[src/rtl/key_req_queue_pkg.sv]
// Shared types and defaults for the key request queue: FSM state encoding,
// default geometry and the width helper for the wait counter.
package key_req_queue_pkg;

   localparam int DEPTH_DEF   = 4;
   localparam int KEY_W_DEF   = 4;
   localparam int TIMEOUT_DEF = 16;

   typedef enum logic {
      ST_IDLE = 1'b0,
      ST_REQ  = 1'b1
   } state_e;

   // Width that holds every value 0..timeout.
   function automatic int wait_width(input int timeout);
      return $clog2(timeout) + 1;
   endfunction

endpackage

[src/rtl/key_req_queue_if.sv]
// Upstream key handshake, downstream matcher request/ack and retire report,
// bundled so the queue and its environment share one port list.
interface key_req_queue_if
   import key_req_queue_pkg::*;
#(
   parameter int KEY_W   = KEY_W_DEF,
   parameter int TIMEOUT = TIMEOUT_DEF
);

   logic                            in_valid;
   logic [KEY_W-1:0]                in_key;
   logic                            in_ready;
   logic                            req;
   logic [KEY_W-1:0]                req_key;
   logic                            ack;
   logic                            done_valid;
   logic [KEY_W-1:0]                done_key;
   logic [wait_width(TIMEOUT)-1:0]  done_wait;
   logic                            done_timeout;
   logic [7:0]                      timeout_cnt;

   // Queue side.
   modport slave (
      input  in_valid, in_key, ack,
      output in_ready, req, req_key,
             done_valid, done_key, done_wait, done_timeout, timeout_cnt
   );

   // Upstream producer plus downstream matcher side.
   modport master (
      output in_valid, in_key, ack,
      input  in_ready, req, req_key,
             done_valid, done_key, done_wait, done_timeout, timeout_cnt
   );

endinterface

[src/rtl/key_req_queue_key_fifo.sv]
// Circular key store with registered occupancy; the caller never pushes when
// full nor pops when empty, so no overflow protection lives here.
module key_fifo
   import key_req_queue_pkg::*;
#(
   parameter int DEPTH = DEPTH_DEF,
   parameter int KEY_W = KEY_W_DEF,
   localparam int PTR_W = $clog2(DEPTH),
   localparam int CNT_W = PTR_W + 1
) (
   input  logic             clk,
   input  logic             rst,
   input  logic             push,
   input  logic [KEY_W-1:0] push_key,
   input  logic             pop,
   output logic [KEY_W-1:0] head,
   output logic [CNT_W-1:0] count,
   output logic             full,
   output logic             empty
);

   logic [KEY_W-1:0] mem_q [DEPTH];
   logic [KEY_W-1:0] mem_d [DEPTH];
   logic [PTR_W-1:0] wr_ptr_q, wr_ptr_d;
   logic [PTR_W-1:0] rd_ptr_q, rd_ptr_d;
   logic [CNT_W-1:0] count_q, count_d;

   // NOTE: every signal gets its hold value first so no path leaves it unassigned (no latch).
   always_comb begin
      mem_d    = mem_q;
      wr_ptr_d = wr_ptr_q;
      rd_ptr_d = rd_ptr_q;
      count_d  = count_q;
      if (push) begin
         mem_d[wr_ptr_q] = push_key;
         wr_ptr_d        = wr_ptr_q + PTR_W'(1);
      end
      if (pop) begin
         rd_ptr_d = rd_ptr_q + PTR_W'(1);
      end
      // Pointers wrap for free since DEPTH is a power of two.
      case ({push, pop})
         2'b10:   count_d = count_q + CNT_W'(1);
         2'b01:   count_d = count_q - CNT_W'(1);
         default: count_d = count_q;
      endcase
   end

   // NOTE: sequential state uses non-blocking assignment so all flops update together at the edge.
   always_ff @(posedge clk) begin
      if (rst) begin
         wr_ptr_q <= '0;
         rd_ptr_q <= '0;
         count_q  <= '0;
      end else begin
         wr_ptr_q <= wr_ptr_d;
         rd_ptr_q <= rd_ptr_d;
         count_q  <= count_d;
      end
   end

   // NOTE: storage is deliberately not reset; occupancy alone decides what is valid.
   always_ff @(posedge clk) begin
      mem_q <= mem_d;
   end

   assign head  = mem_q[rd_ptr_q];
   assign count = count_q;
   assign full  = (count_q == CNT_W'(DEPTH));
   assign empty = (count_q == '0);

endmodule

[src/rtl/key_req_queue.sv]
// Queues keys and presents them one at a time to a downstream matcher,
// retiring each on ack or after TIMEOUT unanswered request cycles.
module key_req_queue
   import key_req_queue_pkg::*;
#(
   parameter int DEPTH   = DEPTH_DEF,
   parameter int KEY_W   = KEY_W_DEF,
   parameter int TIMEOUT = TIMEOUT_DEF
) (
   input logic              clk,
   input logic              rst,
   key_req_queue_if.slave   bus
);

   localparam int WAIT_W = wait_width(TIMEOUT);
   localparam int CNT_W  = $clog2(DEPTH) + 1;

   state_e              state_q, state_d;
   logic [WAIT_W-1:0]   wait_q, wait_d;
   logic                done_valid_q, done_valid_d;
   logic [KEY_W-1:0]    done_key_q, done_key_d;
   logic [WAIT_W-1:0]   done_wait_q, done_wait_d;
   logic                done_timeout_q, done_timeout_d;
   logic [7:0]          timeout_cnt_q, timeout_cnt_d;

   logic                push;
   logic                pop;
   logic [KEY_W-1:0]    fifo_head;
   logic [CNT_W-1:0]    fifo_count;
   logic                fifo_full;
   logic                fifo_empty;
   logic                timed_out;

   assign push = bus.in_valid && !fifo_full;

   key_fifo #(
      .DEPTH (DEPTH),
      .KEY_W (KEY_W)
   ) u_key_fifo (
      .clk      (clk),
      .rst      (rst),
      .push     (push),
      .push_key (bus.in_key),
      .pop      (pop),
      .head     (fifo_head),
      .count    (fifo_count),
      .full     (fifo_full),
      .empty    (fifo_empty)
   );

   // This is the TIMEOUT-th request cycle when the counter already holds TIMEOUT-1.
   assign timed_out = (wait_q == WAIT_W'(TIMEOUT - 1));

   always_comb begin
      state_d        = state_q;
      wait_d         = wait_q;
      pop            = 1'b0;
      done_valid_d   = 1'b0;
      done_key_d     = done_key_q;
      done_wait_d    = done_wait_q;
      done_timeout_d = done_timeout_q;
      timeout_cnt_d  = timeout_cnt_q;

      case (state_q)
         ST_IDLE: begin
            // Counting the same-cycle push lets req rise the cycle after the key arrives.
            if (!fifo_empty || push) begin
               state_d = ST_REQ;
               wait_d  = '0;
            end
         end
         ST_REQ: begin
            if (bus.ack || timed_out) begin
               pop            = 1'b1;
               done_valid_d   = 1'b1;
               done_key_d     = fifo_head;
               done_wait_d    = WAIT_W'(wait_q + 1'b1);
               done_timeout_d = !bus.ack;
               if (!bus.ack && timeout_cnt_q != 8'hFF) begin
                  timeout_cnt_d = timeout_cnt_q + 8'd1;
               end
               wait_d  = '0;
               state_d = (fifo_count > CNT_W'(1) || push) ? ST_REQ : ST_IDLE;
            end else begin
               wait_d = WAIT_W'(wait_q + 1'b1);
            end
         end
         default: state_d = ST_IDLE;
      endcase
   end

   always_ff @(posedge clk) begin
      if (rst) begin
         state_q        <= ST_IDLE;
         wait_q         <= '0;
         done_valid_q   <= 1'b0;
         done_key_q     <= '0;
         done_wait_q    <= '0;
         done_timeout_q <= 1'b0;
         timeout_cnt_q  <= '0;
      end else begin
         state_q        <= state_d;
         wait_q         <= wait_d;
         done_valid_q   <= done_valid_d;
         done_key_q     <= done_key_d;
         done_wait_q    <= done_wait_d;
         done_timeout_q <= done_timeout_d;
         timeout_cnt_q  <= timeout_cnt_d;
      end
   end

   assign bus.in_ready     = !fifo_full;
   assign bus.req          = (state_q == ST_REQ);
   // Zero while idle so the stale FIFO slot never shows on the bus.
   assign bus.req_key      = (state_q == ST_REQ) ? fifo_head : '0;
   assign bus.done_valid   = done_valid_q;
   assign bus.done_key     = done_key_q;
   assign bus.done_wait    = done_wait_q;
   assign bus.done_timeout = done_timeout_q;
   assign bus.timeout_cnt  = timeout_cnt_q;

endmodule

[src/flat_wrapper.sv]
// flat-port wrapper written by rule: the top's interface ports become plain ports
module key_req_queue_flat import key_req_queue_pkg::*;
#(
   parameter int DEPTH   = DEPTH_DEF,
   parameter int KEY_W   = KEY_W_DEF,
   parameter int TIMEOUT = TIMEOUT_DEF
)
  (clk, rst, bus_in_valid, bus_in_key, bus_ack, bus_in_ready, bus_req, bus_req_key, bus_done_valid, bus_done_key, bus_done_wait, bus_done_timeout, bus_timeout_cnt);
  key_req_queue_if #(.KEY_W(KEY_W), .TIMEOUT(TIMEOUT)) bus_i ();
  input logic clk;
  input logic rst;
  input wire logic [$bits(bus_i.in_valid)-1:0] bus_in_valid;
  input wire logic [$bits(bus_i.in_key)-1:0] bus_in_key;
  input wire logic [$bits(bus_i.ack)-1:0] bus_ack;
  output wire logic [$bits(bus_i.in_ready)-1:0] bus_in_ready;
  output wire logic [$bits(bus_i.req)-1:0] bus_req;
  output wire logic [$bits(bus_i.req_key)-1:0] bus_req_key;
  output wire logic [$bits(bus_i.done_valid)-1:0] bus_done_valid;
  output wire logic [$bits(bus_i.done_key)-1:0] bus_done_key;
  output wire logic [$bits(bus_i.done_wait)-1:0] bus_done_wait;
  output wire logic [$bits(bus_i.done_timeout)-1:0] bus_done_timeout;
  output wire logic [$bits(bus_i.timeout_cnt)-1:0] bus_timeout_cnt;
  assign bus_i.in_valid = bus_in_valid;
  assign bus_i.in_key = bus_in_key;
  assign bus_i.ack = bus_ack;
  assign bus_in_ready = bus_i.in_ready;
  assign bus_req = bus_i.req;
  assign bus_req_key = bus_i.req_key;
  assign bus_done_valid = bus_i.done_valid;
  assign bus_done_key = bus_i.done_key;
  assign bus_done_wait = bus_i.done_wait;
  assign bus_done_timeout = bus_i.done_timeout;
  assign bus_timeout_cnt = bus_i.timeout_cnt;
  key_req_queue #(.DEPTH(DEPTH), .KEY_W(KEY_W), .TIMEOUT(TIMEOUT)) u_core (.clk(clk), .rst(rst), .bus(bus_i));
endmodule
[config.mk]
export PLATFORM = sky130hd
export DESIGN_NAME = key_req_queue_flat
export DESIGN_NICKNAME = d
export VERILOG_FILES = /design/src/rtl/key_req_queue_pkg.sv /design/src/rtl/key_req_queue_if.sv /design/src/rtl/key_req_queue_key_fifo.sv /design/src/rtl/key_req_queue.sv /design/src/flat_wrapper.sv
export SDC_FILE = /design/constraint.sdc
export NUM_CORES = 1
export LEC_CHECK = 0
export CAP_MARGIN = 10
export CORE_UTILIZATION = 51
export DETAILED_ROUTE_END_ITERATION = 16
export GPL_ROUTABILITY_DRIVEN = 0
export PLACE_DENSITY_LB_ADDON = 0.08
export SLEW_MARGIN = 20
export SYNTH_ARGS = -nofsm -noshare
export SYNTH_HDL_FRONTEND = slang
export SYNTH_HIERARCHICAL = 1
export SYNTH_SLANG_ARGS = --single-unit
[constraint.sdc]
create_clock -name clk -period 4.8 [get_ports clk]
set_input_delay 0.48 -clock clk [delete_from_list [all_inputs] [get_ports clk]]
set_output_delay 0.48 -clock clk [all_outputs]
set_load 0.03 [all_outputs]
==> results.toml <==
[flow_run]
cap_violations = 0

[yosys]
ys_seq_area_share_pct = 54.8
yosysUniqueCellTypes = 38
synth_ff_type = "dfxtp_1"
syn-cell-area_um2 = 2040
synth_warnings = 6
synth_edf_count = 16
synth_seq_cells = 48
postSynthAreaPerCell_um2 = 11.1
synthArstFlopShare_pct = 0
netlist_instances = 185
syn_nets = 202

[critical_path]
crit_type = "flip-flop to flip-flop"
cp-start-kind = "flip-flop"
slowest_stage = "dfxtp_1"
end_kind = "flip-flop"
critical_path.startpoint = "u_core/wait_q[0]"
crit_chain = "ha_1 > and3_1 > ha_1 > o21ai_2 > inv_1 > ha_1 > inv_1 > fa_1 > xor2_1 > or3_1 > a21oi_1"
critical-path-max-stage-delay_ns = 0.41
crit_path_max_fanout = 15
cpMostUsedCell = "ha_1"
timing.rr.end = "u_core/u_key_fifo/count[2]"
crit_required_ns = 5.02
reg2reg_from = "u_core/wait_q[0]"
reg2reg_slack_ns = 1.78
arrival_ns = 3.24
ff2ff_path_depth = 11

[place]
portBuffers = 32
place_hpwl_um = 2620
dpl.cell_count = 260

[grt]
antenna_found_initial = 0
grt_pass1_wl_um = 6070
grt_pass1_vias = 1347
grt_max_degree = 33
overflow = 0
grt_util_all_layers_pct = 19.1

[die]
start_util_pct = 54.6
core_area_um2 = 3740
dieHeight_um = 65.3
die_x_um = 65.3
rows = 22
dieArea_um2 = 4270
io_pins = 33

[cells_and_area]
instances_no_fill = 268
fillers = 301
final_common_cell = "dfxtp_1"
drive_gt1_share_pct = 10.0
final_cell_mix = "32 x dfxtp_1, 31 x clkdlybuf4s50_1, 26 x nor2_1, 16 x edfxtp_1, 13 x a21oi_1"
area_delta_synth_final_pct = 21.3
layout.nets = 236
n_antenna_cell = 0

[clock_network]
cts_resized = 0
cts_tree = "built"
cts_sinks = 48
clkTransAtPathRegs_ns = 0.08
insertion_delay_ns = 0.29
cts_made_buffers = 5
clk_path_buf_depth = 2
hold_buffers = 0
htreeDepth = 2
cts_setup_buffers = 0
clockRootBuffer = "clkbuf_8"

[sta]
maxSlewViolCount = 0
relSlewSlack_pct = 51.4
clock_skew_ns = 0.00303
finalSetupViolCount = 0
grt_setup_unrepaired = "no"
period_share_pct = 63.0
tns_ns = 0
fmax_ghz = 0.331
period_needed_ns = 3.02
hold_viol = 0
worst_pin_slew_ns = 0.728

[pwr]
ir_worst_vdd_v = 0.000270
p_leak_nw = 0.891
cellPowerDensity_nw_per_um2 = 355

[route]
vias = 1433
avgRoutedWirePerCell_um = 13.4
drc = 0
ant_nets = 0
via_per_inst = 5.35
dr.pass1.iters = 4
wl_um = 3600
detailedRoute.firstIterationViolations = 99

[worst_hold_path]
min_from = "u_core/bus.done_wait[1]"
min_path_cells = 2
hp-class = "flip-flop to flip-flop"
min_to = "u_core/bus.done_wait[1]"

[run_status]
status = "complete, no violations"
-- routing by layer --
metal / up-vias / routed length, um / part of all wire (%) / GRT usage, %
li1: 716 / - / - / -
met1: 696 / 1550 / 43 / 22.0
met2: 19 / 1900 / 53 / 33.1
met3: 2 / 114 / 3.2 / 6.08
met4: 0 / 29 / 0.81 / 6.52
met5: - / 0 / 0 / 0
-- layout make-up --
type / count / area [um^2] / area share [%]
clock buffers: 5 / 68.8 / 2.77
clock inverters: 3 / 18.8 / 0.757
inverters: 9 / 33.8 / 1.36
multi-input cells: 123 / 862 / 34.8
flip-flops and latches: 48 / 1120 / 45.2
well taps: 48 / 60.1 / 2.42
repair buffers: 32 / 315 / 12.7
-- sequential cells by signal, summed over array words and instances, names as in the netlist --
register / flops
u_core/bus.done_key: 4
u_core/u_key_fifo/mem_q: 16
u_core/u_key_fifo/count: 3
u_core/bus.req: 1
u_core/bus.done_valid: 1
u_core/u_key_fifo/wr_ptr_q: 2
u_core/wait_q: 5
u_core/u_key_fifo/rd_ptr_q: 2
u_core/bus.done_timeout: 1
u_core/bus.timeout_cnt: 8
u_core/bus.done_wait: 5
-- cell families after synthesis --
logic type	count (synthesis)	share of synthesized area [%]
mux	6	5.39
buf+inv	14	3.00
flops	48	54.8
fa+ha+maj	9	5.88
compound gates	30	9.42
simple gates	68	17.2
xor+xnor	10	4.28
-- power by group --
part           internal, mW  leakage (nW)  switching, mW  total (mW)
Clock                 0.101        0.0378          0.130       0.230
Sequential            0.449         0.407         0.0243       0.474
Combinational        0.0769         0.446         0.0987       0.176
Total                 0.627         0.891          0.253       0.880
-- synthesized netlist by cell type, types with 3 or more instances --
cell / count / area share [%]
and3_1: 3 / 0.92
nand3_1: 3 / 0.73
nor2_1: 26 / 4.8
inv_1: 9 / 1.7
and2_2: 4 / 1.5
xnor2_1: 4 / 1.7
o21ai_0: 5 / 1.2
xor2_1: 6 / 2.6
dfxtp_1: 32 / 31
a211oi_1: 4 / 1.5
a21oi_1: 13 / 3.2
mux4_2: 4 / 4.4
ha_1: 8 / 4.9
and2_1: 4 / 1.2
nor3_1: 3 / 0.73
nand2_1: 12 / 2.2
edfxtp_1: 16 / 24
clkbuf_1: 3 / 0.55
or3_1: 3 / 0.92
-- through the flow --
step	hold WS, ns	utilization (%)	area (um^2)	setup slack [ns]	total power [mW]
global route	0.493	66.2	2480	1.53	0.931
floorplan	0.454	-	2040	2.15	0.600
CTS	0.472	66.4	2480	1.73	0.892
finish	0.467	66.2	2480	1.78	0.880
global placement	0.456	64.0	2400	1.92	0.654
detailed placement	0.459	64.0	2400	1.76	0.660
-- critical path: cells and delay by family (launching register included) --
| kind | cells | cell delay (ns) |
|---|---|---|
| AO/OA/AOI/OAI | 2 | 0.31 |
| XOR/XNOR | 1 | 0.16 |
| adder cells (fa/ha/maj) | 4 | 1.12 |
| buffers and inverters | 2 | 0.46 |
| flip-flops | 1 | 0.41 |
| AND/OR/NAND/NOR | 2 | 0.49 |
-- how the worst max path moves through the flow --
stage	to	slack (ns)
after CTS	u_core/u_key_fifo/count[2]	1.73
final	u_core/u_key_fifo/count[2]	1.78
after floorplan	u_core/u_key_fifo/count[2]	2.15
after global placement	u_core/u_key_fifo/count[2]	1.92
after detailed placement	u_core/u_key_fifo/count[2]	1.76
after global routing	u_core/u_key_fifo/count[2]	1.53
No activity file was read; power rests on OpenSTA's default activity.
